$ cat src/rtl/cpu_defs.sv
// Shared CPU definitions: PC width, return stack geometry, call/return
// opcodes and the control-unit decode that turns them into stack commands.
package cpu_defs;

  localparam int PC_W         = 10;
  localparam int RSTACK_DEPTH = 16;
  localparam int RSTACK_LW    = $clog2(RSTACK_DEPTH) + 1;

  localparam logic [5:0] OP_JCALL = 6'b001011;
  localparam logic [5:0] OP_JR    = 6'b001100;

  // Occupancy view of the stack pointer
  typedef enum logic [1:0] {
    RS_EMPTY   = 2'd0,
    RS_PARTIAL = 2'd1,
    RS_FULL    = 2'd2
  } rs_state_e;

  // Stack command issued by the control unit
  typedef struct packed {
    logic push;
    logic pop;
  } rs_ctrl_t;

  // JCALL pushes the return address, JR pops it
  function automatic rs_ctrl_t rs_decode(input logic [5:0] opcode);
    rs_ctrl_t c;
    c.push = (opcode == OP_JCALL);
    c.pop  = (opcode == OP_JR);
    return c;
  endfunction

endpackage

$ cat src/rtl/return_stack_if.sv
// Push/pop command and status bundle between control unit and return stack.
interface return_stack_if
  import cpu_defs::*;
#(
  parameter int AW = PC_W,
  parameter int LW = RSTACK_LW
) ();

  logic          push;
  logic          pop;
  logic [AW-1:0] din;
  logic [AW-1:0] dout;
  logic [LW-1:0] level;
  logic          empty;
  logic          full;
  logic          ovf;
  logic          udf;

  modport master (
    output push, pop, din,
    input  dout, level, empty, full, ovf, udf
  );

  modport slave (
    input  push, pop, din,
    output dout, level, empty, full, ovf, udf
  );

endinterface

$ cat src/rtl/stack_mem.sv
// DEPTH x AW register array, one clocked write port, one async read port.
// Contents are deliberately not reset.
module stack_mem #(
  parameter int AW    = 10,
  parameter int DEPTH = 16,
  parameter int IW    = $clog2(DEPTH)
) (
  input  logic          clk,
  input  logic          we,
  input  logic [IW-1:0] waddr,
  input  logic [AW-1:0] wdata,
  input  logic [IW-1:0] raddr,
  output logic [AW-1:0] rdata
);

  logic [DEPTH-1:0][AW-1:0] mem;

  // Single write port
  always_ff @(posedge clk) begin
    if (we) mem[waddr] <= wdata;
  end

  assign rdata = mem[raddr];

endmodule

$ cat src/rtl/return_stack.sv
// Return-address LIFO for the single-cycle CPU. Top of stack is visible
// combinationally so JR can use it in the same cycle it pops.
// Optional feature macro: RSTACK_ERR_EN enables the sticky ovf/udf flags;
// without it both outputs are tied low and no flag flops exist.
module return_stack
  import cpu_defs::*;
#(
  parameter int AW    = PC_W,
  parameter int DEPTH = RSTACK_DEPTH,
  parameter int LW    = $clog2(DEPTH) + 1
) (
  input logic           clk,
  input logic           reset,
  return_stack_if.slave bus
);

  localparam int IW = $clog2(DEPTH);

  rs_ctrl_t      req;
  rs_state_e     state;
  logic [LW-1:0] sp, sp_nxt;
  logic [IW-1:0] top_idx;
  logic          we;
  logic [IW-1:0] waddr;
  logic [AW-1:0] rdata;

  assign req = '{push: bus.push, pop: bus.pop};

  // sp is the next free slot; at sp==DEPTH the low bits wrap to 0 so
  // sp-1 still lands on the last entry.
  assign top_idx = sp[IW-1:0] - IW'(1);

  // Occupancy classification from sp
  always_comb begin
    state = RS_PARTIAL;
    if (sp == '0)             state = RS_EMPTY;
    else if (sp == LW'(DEPTH)) state = RS_FULL;
  end

  // Push/pop arbitration: next sp and write port control
  always_comb begin
    sp_nxt = sp;
    we     = 1'b0;
    waddr  = sp[IW-1:0];
    case ({req.push, req.pop})
      2'b10: begin
        if (state != RS_FULL) begin
          we     = 1'b1;
          sp_nxt = sp + LW'(1);
        end
      end
      2'b01: begin
        if (state != RS_EMPTY) sp_nxt = sp - LW'(1);
      end
      2'b11: begin
        // Tail call replaces the top; on an empty stack it is a plain push
        we = 1'b1;
        if (state == RS_EMPTY) sp_nxt = sp + LW'(1);
        else                   waddr  = top_idx;
      end
      default: ;
    endcase
  end

  // Stack pointer register
  always_ff @(posedge clk or posedge reset) begin
    if (reset) sp <= '0;
    else       sp <= sp_nxt;
  end

  // A push coinciding with reset is dropped
  stack_mem #(.AW(AW), .DEPTH(DEPTH), .IW(IW)) u_mem (
    .clk   (clk),
    .we    (we & ~reset),
    .waddr (waddr),
    .wdata (bus.din),
    .raddr (top_idx),
    .rdata (rdata)
  );

  assign bus.dout  = (state == RS_EMPTY) ? '0 : rdata;
  assign bus.level = sp;
  assign bus.empty = (state == RS_EMPTY);
  assign bus.full  = (state == RS_FULL);

`ifdef RSTACK_ERR_EN
  logic ovf_q, udf_q;
  logic ovf_set, udf_set;

  assign ovf_set = req.push & ~req.pop & (state == RS_FULL);
  assign udf_set = req.pop & ~req.push & (state == RS_EMPTY);

  // Sticky error flags, cleared only by reset
  always_ff @(posedge clk or posedge reset) begin
    if (reset) begin
      ovf_q <= 1'b0;
      udf_q <= 1'b0;
    end else begin
      if (ovf_set) ovf_q <= 1'b1;
      if (udf_set) udf_q <= 1'b1;
    end
  end

  assign bus.ovf = ovf_q;
  assign bus.udf = udf_q;
`else
  assign bus.ovf = 1'b0;
  assign bus.udf = 1'b0;
`endif

endmodule

$ cat src/flat_wrapper.sv
// flat-port wrapper written by rule: the top's interface ports become plain ports
module return_stack_flat import cpu_defs::*;
#(
  parameter int AW    = PC_W,
  parameter int DEPTH = RSTACK_DEPTH,
  parameter int LW    = $clog2(DEPTH) + 1
)
  (clk, reset, bus_push, bus_pop, bus_din, bus_dout, bus_level, bus_empty, bus_full, bus_ovf, bus_udf);
  return_stack_if #(.AW(AW), .LW(LW)) bus_i ();
  input logic clk;
  input logic reset;
  input wire logic [$bits(bus_i.push)-1:0] bus_push;
  input wire logic [$bits(bus_i.pop)-1:0] bus_pop;
  input wire logic [$bits(bus_i.din)-1:0] bus_din;
  output wire logic [$bits(bus_i.dout)-1:0] bus_dout;
  output wire logic [$bits(bus_i.level)-1:0] bus_level;
  output wire logic [$bits(bus_i.empty)-1:0] bus_empty;
  output wire logic [$bits(bus_i.full)-1:0] bus_full;
  output wire logic [$bits(bus_i.ovf)-1:0] bus_ovf;
  output wire logic [$bits(bus_i.udf)-1:0] bus_udf;
  assign bus_i.push = bus_push;
  assign bus_i.pop = bus_pop;
  assign bus_i.din = bus_din;
  assign bus_dout = bus_i.dout;
  assign bus_level = bus_i.level;
  assign bus_empty = bus_i.empty;
  assign bus_full = bus_i.full;
  assign bus_ovf = bus_i.ovf;
  assign bus_udf = bus_i.udf;
  return_stack #(.AW(AW), .DEPTH(DEPTH), .LW(LW)) u_core (.clk(clk), .reset(reset), .bus(bus_i));
endmodule
$ cat config.mk
export PLATFORM = sky130hd
export DESIGN_NAME = return_stack_flat
export DESIGN_NICKNAME = d
export VERILOG_FILES = /design/src/rtl/cpu_defs.sv /design/src/rtl/return_stack_if.sv /design/src/rtl/stack_mem.sv /design/src/rtl/return_stack.sv /design/src/flat_wrapper.sv
export SDC_FILE = /design/constraint.sdc
export NUM_CORES = 1
export LEC_CHECK = 0
export CORE_MARGIN = 10
export CORE_UTILIZATION = 50
export DETAILED_ROUTE_END_ITERATION = 10
export GPL_TIMING_DRIVEN = 1
export MAX_ROUTING_LAYER = met4
export PLACE_DENSITY = 0.76
export REMOVE_ABC_BUFFERS = 1
export SYNTH_ARGS = -nofsm -noshare
export SYNTH_HDL_FRONTEND = slang
export SYNTH_HIERARCHICAL = 1
export SYNTH_SLANG_ARGS = --single-unit
$ cat constraint.sdc
create_clock -name clk -period 4.8 [get_ports clk]
set_clock_uncertainty 0.2 [all_clocks]
set_input_delay 1.44 -clock clk [delete_from_list [all_inputs] [get_ports clk]]
set_output_delay 1.44 -clock clk [all_outputs]
set_load 0.1 [all_outputs]
**Word-level counts from Yosys, hierarchy flattened**

Index checks and enable logic that the tools add are counted.

- Register bits after elaboration: 165
- Bits of input ports: 14
- Output and inout bits: 19
- Logic and storage cells: 56

- $add $sub $neg: 3
- Order comparisons: 3
- Equal/unequal tests: 9
- Muxes and demuxes: 16
- Bitwise gates (word level): 2
- Reductions and logical operators: 6

Operators by type and width:

| cell | count |
|---|---|
| bitwise mux 160 bit | 1 |
| binary-select mux 10 bit (select 4 bit) | 1 |
| demux 10 bit (select 4 bit) | 1 |
| 2-to-1 mux 10 bit | 3 |
| 2-to-1 mux 5 bit | 3 |
| case mux 5 bit (3 select lines) | 1 |
| less-than comparator 4 x 5 -> 1 bit (second input constant) | 2 |
| 2-to-1 mux 4 bit | 2 |
| == test 2 bit (second input constant) | 3 |
| adder 5 x 1 -> 5 bit (second input constant) | 1 |
| == test 5 bit (second input constant) | 1 |
| logical NOT 5 bit | 1 |
| subtractor 5 x 1 -> 5 bit (second input constant) | 1 |
| greater-or-equal comparator 4 x 1 -> 1 bit (second input constant) | 1 |
| 2-to-1 mux 2 bit | 2 |
| inequality test 2 x 1 -> 1 bit (second input constant) | 2 |
| inequality test 2 bit (second input constant) | 2 |
| AND reduction 4 bit | 1 |
| subtractor 4 x 1 -> 4 bit (second input constant) | 1 |
| nonzero test 3 bit | 1 |
| == test 2 x 1 -> 1 bit (second input constant) | 1 |
| logical NOT 2 bit | 1 |
| case mux 1 bit (2 select lines) | 1 |
| nonzero test 2 bit | 1 |
| other kinds (4) | 4 |

**Depth between registers and ports, before layout**

- Word-level depth: 11
- Depth in mapped cells: 9
- Mapped depth without buffers: 8

**Cells and area by module**

Netlist, hierarchy kept.

Modules (own cells, without submodules):

| module | instances | cells each | area each (sq um) | seq. area each (sq um) |
|---|---|---|---|---|
| stack_mem | 1 | 269 | 6,153.4 | 4,804.6 |
| return_stack | 1 | 66 | 580.6 | 125.1 |

**Worst setup path before layout**

Ideal clock, no wire load.

- Path type: register to output
- Start point: reg u_core.sp[0], in the netlist u_core/bus.level[0]
- End point: out bus_dout[1]
- Arrival: 3,774 ps
- Required time: 3,160 ps
- Slack: -614 ps
- Cell stages (with the launch flop): 9
- Path buffers: 1
- Cell sequence: dfrtp_1 > inv_1 > ha_1 > inv_1 > buf_1 > mux4_2 > a22oi_1 > nand2_1 > nor2b_1

- Elaborated cells on any way between the ends: 9
- Classes of those cells: add/sub (1); eq/ne (1); mux (5); reduce/logical (2)

RTL lines:

| element | line | text |
|---|---|---|
| start: declaration | return_stack.sv:21 | `logic [LW-1:0] sp, sp_nxt;` |
| start signal: assignment | return_stack.sv:68 | `else sp <= sp_nxt;` |
| subtractor 4 x 1 -> 4 bit | return_stack.sv:31 | `assign top_idx = sp[IW-1:0] - IW'(1);` |
| net u_core.top_idx[1] | return_stack.sv:22 | `logic [IW-1:0] top_idx;` |
| binary-select mux 10 bit (select 4 bit) | stack_mem.sv:23 | `assign rdata = mem[raddr];` |
| 2-to-1 mux 10 bit (implied by the code) | stack_mem.sv:23 |  |
| net u_core.rdata[1] | return_stack.sv:25 | `logic [AW-1:0] rdata;` |
| 2-to-1 mux 10 bit | return_stack.sv:81 | `assign bus.dout = (state == RS_EMPTY) ? '0 : rdata;` |
| end: declaration | flat_wrapper.sv:15 | `output wire logic [$bits(bus_i.dout)-1:0] bus_dout;` |

The timed path passes the listed nets, and every way through them passes these cells. The select of a mux whose other input is x is not followed.

**Worst setup path after layout**

- Start point: reg u_core.sp[1], in the netlist u_core/bus.level[1]
- End point: out bus_dout[6]

Same word-level chain as after synthesis.

==> key figures <==
Status
  – Result of the run: completed

Setup path
  – Type of the worst setup path: flop to output pin
  – Worst Path Required: approximately 3.2 ns
  – Arrival time of data at the critical path endpoint: 2.90 ns
  – CP startpoint kind: flop
  – Maximum net fanout on the critical path: 28
  – Number of cells on the worst reg-to-reg path: 9
  – Type of destination of the critical path: output pin

STA
  – Fmax achieved: 220.5 MHz
  – Final-report max-slew violation count: 0
  – Final hold violation count: 0
  – Minimum clock period: 4.535 ns
  – Setup repair after global routing missed its margin: false
  – Setup violators final: 0
  – Share of the clock period used by the worst path after layout: approximately 94%
  – Transition time at the pin with the least slew margin: roughly 1.0 ns
  – Headroom to the max-slew limit: 32.81%
  – Setup slack after layout: approximately 0.26 ns

Synthesis
  – Multiplexer share of the synthesized area: 14.36%
  – Mapped Area: 6734 um2
  – Share of synthesized area occupied by flip-flops and latches: roughly three quarters
  – XOR/XNOR Fraction of Synth Area: 1.301%
  – Dominant combinational cell family by area after synthesis: multiplexers
  – Register bit count reported by yosys: 165
  – Synth Flop Type: edfxtp_1
  – Synthesized netlist cell count: 335
  – YS warnings: 6
  – Post-Synth Simple-Gate Area: 5.203%
  – Distinct cell type count of the synthesized netlist: between 40 and 50
  – Synth async-reset ratio: 3.030%
  – Synth top area cells: edfxtp_1 (71%), mux4_2 (9.4%), mux4_1 (4.7%)
  – Fraction of the mapped netlist area in compound gates: 3.214%
  – Number of flops mapped to enable cells by yosys: 160
  – Post-synthesis adder-cell area fraction: 0.5574%
  – Average size of a mapped cell: 20.10 um2
  – Cell taking the most area after synthesis: edfxtp_1
  – Top cell type's share of synthesized area: about 71%

Global routing
  – Wire length of the first global-routing pass: 21330 um
  – Antenna violations before repair: 0
  – Via count of the first global-routing pass: 3601
  – Maximum number of pins on one net before global-route repair: 32
  – GRT overflow: 0
  – Aggregate global-route resource usage: 16.37%

Clock tree
  – CTS H-Tree Depth: 4
  – Latest clock arrival within the worst-skew pair: 0.42 ns
  – TritonCTS clock tree: built
  – Inserted Clock Buffers: 17
  – Clock transition at path regs: 0.06 ns
  – Clock root buffer master: clkbuf_16
  – Longest Clk Path Bufs: 2
  – Post-CTS Setup Bufs: 0
  – Number of sinks on the clock net: 165

Detailed routing
  – Violation count after the first detailed-route iteration: approximately 280
  – Via count: 3418
  – Count of nets left with antenna violations after detail routing: 0
  – Post-route DRC: 0
  – DR vias/cell: 5.873
  – Wire length per cell: 23.73 um
  – Aggregate routed wire length: 13810 um
  – Number of detailed-route iterations in the first pass: 6

Final layout
  – Synth-to-Final Area Change: 19.08%
  – Most frequent cells in the layout: edfxtp_1 (160), buf_4 (28), mux4_2 (28)
  – Fraction of layout instances using a drive strength above 1: a little over a quarter
  – Count of antenna diodes in the layout: 0
  – Most frequent standard cell in the layout excluding fill and tap cells: edfxtp_1
  – Number of nets in the layout: 412
  – Final non-filler cell area: 8019 um2
  – Non-filler instance count after layout: 582

Hold path
  – Number of cells on the worst hold path: 1
  – Path class of the lowest-slack min-delay path: flop to flop

Die
  – Io pins: 33
  – Effective utilization at floorplan: 50.85%
  – Rows: 42
  – Die outline width: around 140 um
  – Height of the chip: 136.1 um
  – Area of the core: 13240 um2
  – Overall die area: approximately 19000 um2

Placement
  – Detailed Place HPWL: 8935 um
  – Total cell area at the placement stage: 7476 um2
  – Number of cells in the design after placement: between 500 and 600
  – Final estimated routing congestion in global placement: 0.8263
  – Number of port buffers: 30
  – Worst-case setup slack after placement: 0.3215 ns

Run
  – Max_cap viols: 0
## final timing paths
path | slack, ns | end | from
worst min-delay path | 0.44 | u_core/bus.level[0] | u_core/bus.level[0]
worst max-delay path | 0.26 | bus_dout[6] | u_core/bus.level[1]
worst max register to register | 0.84 | u_core/u_mem/mem[12] | u_core/bus.level[1]
min in group asynchronous | 1.04 | u_core/bus.level[1] | reset
worst min register to register | 0.44 | u_core/bus.level[0] | u_core/bus.level[0]
max in group asynchronous | 3.16 | u_core/bus.level[4] | reset
## per-stage QoR
step                      hold WS, ns  util, %  setup TNS (ns)
after floorplan                0.8945        -         -208.33
after global placement         0.4151    56.45               0
after detailed placement       0.4343    56.45               0
after CTS                      0.4488    60.52               0
after global routing           0.4871    60.55               0
final                          0.4444    60.55               0
## routing by layer
layer  track usage, %  wire length (um)
met5                -                 0
met3            5.351              1294
met4            6.805               256
met1            20.43              5537
met2            24.27              6722
## cells by family after synthesis
family,after synthesis
and+or+nand+nor,64
DFF,165
AOI/OAI and AO/OA,27
buffers and inverters,23
muxes,42
xor gates and xnor gates,10
other,1
adders and majority gates,3
## final cells by class
type	count	area [um2]
clock inverter	11	105.1
timing repair buffer	58	630.6
sequential	165	4930
fill	934	5224
inverter	5	18.77
multi-input combinational	148	1682
clock buffer	19	432.9
tap	176	220.2
## state kept, by name (all words and copies together) (netlist names)
register          count
u_core/bus.level      5
u_core/u_mem/mem    160
## Yosys cell counts, types with 2 or more instances
library cell    n
edfxtp_1      160
mux4_2         28
a22oi_1        20
nor2_1         16
nand2_1        13
mux4_1         12
nor2b_1        12
nor3_1          6
xor2_1          6
buf_1           5
dfrtp_1         5
inv_1           5
buf_4           4
xnor2_1         4
clkbuf_1        3
ha_1            3
a21oi_1         2
buf_2           2
buf_6           2
buf_8           2
nand2b_1        2
nand3_1         2
nand3b_1        2
nand4_1         2
## worst max-delay path, stage by stage, from the launching register on
cell and delay [ns]:
dfrtp_1 0.49, inv_1 0.13, ha_1 0.30, inv_1 0.29, buf_12 0.25, mux4_2 0.34, a22oi_1 0.22, nand2_1 0.07
nor2b_1 0.17, buf_12 0.17
## what timing repair did
item / CTS / global route
endpoints found under the setup margin: 0 / 10
endpoints found under the hold margin: 0 / 0
hold buffers: 0 / 0
gates resized for setup: 0 / 2
Power is not shown: default switching activity piles up to over one toggle a cycle in this logic, so the estimate is an artifact.
==> RTL edit: new RTL, same settings <==
`RSTACK_DEPTH`: 16 -> 32.
--- a/src/rtl/cpu_defs.sv
+++ b/src/rtl/cpu_defs.sv
@@ -3,7 +3,7 @@
 package cpu_defs;
 
   localparam int PC_W         = 10;
-  localparam int RSTACK_DEPTH = 16;
+  localparam int RSTACK_DEPTH = 32;
   localparam int RSTACK_LW    = $clog2(RSTACK_DEPTH) + 1;
 
   localparam logic [5:0] OP_JCALL = 6'b001011;
Ports: changed (resized bus_level); port bits go from 33 to 34. No check against the original RTL was run, so the function may have changed too.
==> RTL edit against the unedited design <==
  * Cell area up 94%
  * Non-clock buffer count grew 33
  * Fmax down 4.5%
  * Routed wire length rose by 110%
  * Synthesized area grew 100%
  * Worst setup slack worse by 0.21 ns
  * Sequential cell count increased by 161
Power is not shown: default switching activity piles up to over one toggle a cycle in this logic, so the estimate is an artifact.
==> RTL edit: results (changes against the unedited design) <==
Clock tree:
- The number of buffers added by the clock tree synthesis step was 31 (+14).
- The post-CTS setup buffer count is 0 (unchanged).
- The clock transition at the register clock pins on the worst setup and hold paths after CTS is 0.06 ns (about the same).
- The root buffer cell chosen for the clock tree is sky130_fd_sc_hd__clkbuf_16.
- The H-tree depth is 1 (-3).
- The post-cts sizing count is 15 (+15).
- The clock insertion delay at the later pin of the skew report is 0.55 ns (+0.13 ns).
- The largest buffer count on any clock path was 3 (+1).

GRT:
- The via count of the first global-routing pass is 7526 (+110%).
- The global-route wire length before repair is 44200 um (+110%).
- The number of antenna violations at the first check in global routing is 0 (unchanged).
- The global routing usage summed across all routing layers came to 0.176 (+0.0122).
- The largest net degree at the start of global routing is 82 (+160%).

Setup path:
- In this run the critical register-to-register path is launched from u_core/bus.level[0].
- The internal reg-to-reg setup slack is 1.52 ns (+0.68 ns).
- The critical path launch point is u_core/bus.level[0].
- The length in cells of the worst reg-to-reg path is 10 (+1).
- The arrival time of data at the critical path endpoint is 3.11 ns (+0.21 ns).
- The maximum fanout along the worst path is 40 (+43%).
- The endpoint of the worst register-to-register path is u_core/u_mem/mem[89].
- Following the worst setup path forward leads to its endpoint at bus_dout[9].

Synthesis:
- Ranked by total cell area, the synthesized netlist is headed by sky130_fd_sc_hd__edfxtp_1, sky130_fd_sc_hd__mux2i_1, sky130_fd_sc_hd__a22oi_1, sky130_fd_sc_hd__a22o_1, sky130_fd_sc_hd__dfrtp_1.
- The number of warnings reported in the yosys synthesis log is 6 (unchanged).
- The register area share after synthesis is 0.725 (-0.00743).
- By count the netlist is led by sky130_fd_sc_hd__edfxtp_1, sky130_fd_sc_hd__mux2i_1, sky130_fd_sc_hd__a22oi_1, sky130_fd_sc_hd__nor2_1, sky130_fd_sc_hd__nand2_1.
- The number of synthesized flops with an enable pin is 320 (+100%).
- The proportion of synthesized flip-flops having asynchronous set or reset is 0.0184 (-0.0119).
- The number of distinct library cell variants in the gate-level netlist after synthesis was 42 (+2.4%).

Finish:
- The number of flip-flops in the largest register was 320 (+100%).
- The number of antenna cells inserted came to 0 (unchanged).
- The net total in the final layout is 897 (+120%).
- The register ranked first by flip-flop count is u_core/u_mem/mem.
- The fraction of layout cells with a size suffix above 1 is 0.172 (-0.0966).

STA:
- The worst slew margin relative to its limit was 0.108 (-0.220).
- The final setup violation count is 0 (unchanged).

Placement:
- The weighted congestion at the end of routability-driven global placement was 0.817 (-1.1%).
- The total of buffers placed on input and output ports is 31 (+3.3%).
- The HPWL after detailed placement was 16800 um (+88%).

Drt:
- The average routed wire per standard cell is 23.5 um (-1.0%).
- The total number of vias is 7419 (+120%).
- The total iterations of the first detailed-routing run came to 5 (-1).
- The DRC violation total after the first TritonRoute iteration is 862 (+210%).

Worst hold path:
- The worst hold-check path type is reg2reg.
- The startpoint identified for the worst hold timing path is u_core/bus.level[2].

Status:
- The run finished with clean final reports.
==> RTL edit: cell count changes after synthesis, moves of 22 or more <==
cell,change
sky130_fd_sc_hd__mux4_2,-28
sky130_fd_sc_hd__a22oi_1,+23
sky130_fd_sc_hd__mux2i_1,+160
sky130_fd_sc_hd__edfxtp_1,+160
sky130_fd_sc_hd__nor2_1,+22
sky130_fd_sc_hd__a21oi_1,+22
==> RTL edit: final cells by class <==
type / count / area (um2)
Timing Repair Buffer: 91 / 971
Fill cell: 1980 / 11200
Clock buffer: 38 / 802
Clock inverter: 17 / 110
Multi-Input combinational cell: 425 / 3420
Inverter: 5 / 26.3
Sequential cell: 326 / 9760
Tap cell: 341 / 427
==> RTL edit: cell families after synthesis <==
| family | Yosys count | share of synthesized area |
|---|---|---|
| AO/OA/AOI/OAI | 100 | 0.0531 |
| XOR/XNOR | 12 | 0.00780 |
| other | 1 | 0.000278 |
| adder cells (fa/ha/maj) | 3 | 0.00279 |
| flip-flops | 326 | 0.725 |
| AND/OR/NAND/NOR | 146 | 0.0587 |
| buffers and inverters | 52 | 0.0319 |
| multiplexers | 162 | 0.121 |
==> RTL edit: worst min-delay path by stage <==
stage	end	slack, ns	depth (start not counted)
finish	u_core/bus.level[2]	0.43	1
global route	u_core/bus.level[2]	0.46	1
CTS	u_core/bus.level[3]	0.43	2
detailed placement	u_core/bus.level[2]	0.42	1
global placement	u_core/bus.level[2]	0.41	1
floorplan	u_core/bus.level[4]	0.92	1
==> RTL edit: metal layers <==
layer / part of all wire / routed length [um] / vias up / global-route usage
met4: 0.025 / 729 / 0 / 0.0518
met1: 0.41 / 12100 / 3753 / 0.229
met2: 0.48 / 14000 / 314 / 0.271
met3: 0.083 / 2410 / 58 / 0.0415
li1: - / - / 3294 / -
met5: 0 / 0 / - / -
==> RTL edit: per-stage QoR <==
step	setup WS (ns)	instance area [um2]	hold slack [ns]	instances	TNS, ns
after global routing	-0.0551	15500	0.460	1243	-0.243
after floorplan	-6.00	13100	0.923	756	-1227.56
after detailed placement	0.301	14400	0.419	1184	0
final	0.0537	15500	0.428	1243	0
after global placement	0.325	14400	0.414	1184	0
after CTS	-0.000442	15400	0.430	1240	-0.000442
==> RTL edit: critical path: stages, from the launching register on <==
cell and delay, ns:
sky130_fd_sc_hd__dfrtp_2 0.48, sky130_fd_sc_hd__inv_8 0.12, sky130_fd_sc_hd__ha_2 0.25, sky130_fd_sc_hd__xor2_4 0.23, sky130_fd_sc_hd__buf_4 0.16, sky130_fd_sc_hd__nor2b_4 0.04
sky130_fd_sc_hd__buf_12 0.18, sky130_fd_sc_hd__a22oi_1 0.36, sky130_fd_sc_hd__a31oi_1 0.17, sky130_fd_sc_hd__nand3_1 0.12, sky130_fd_sc_hd__nor2b_1 0.22, sky130_fd_sc_hd__buf_12 0.20
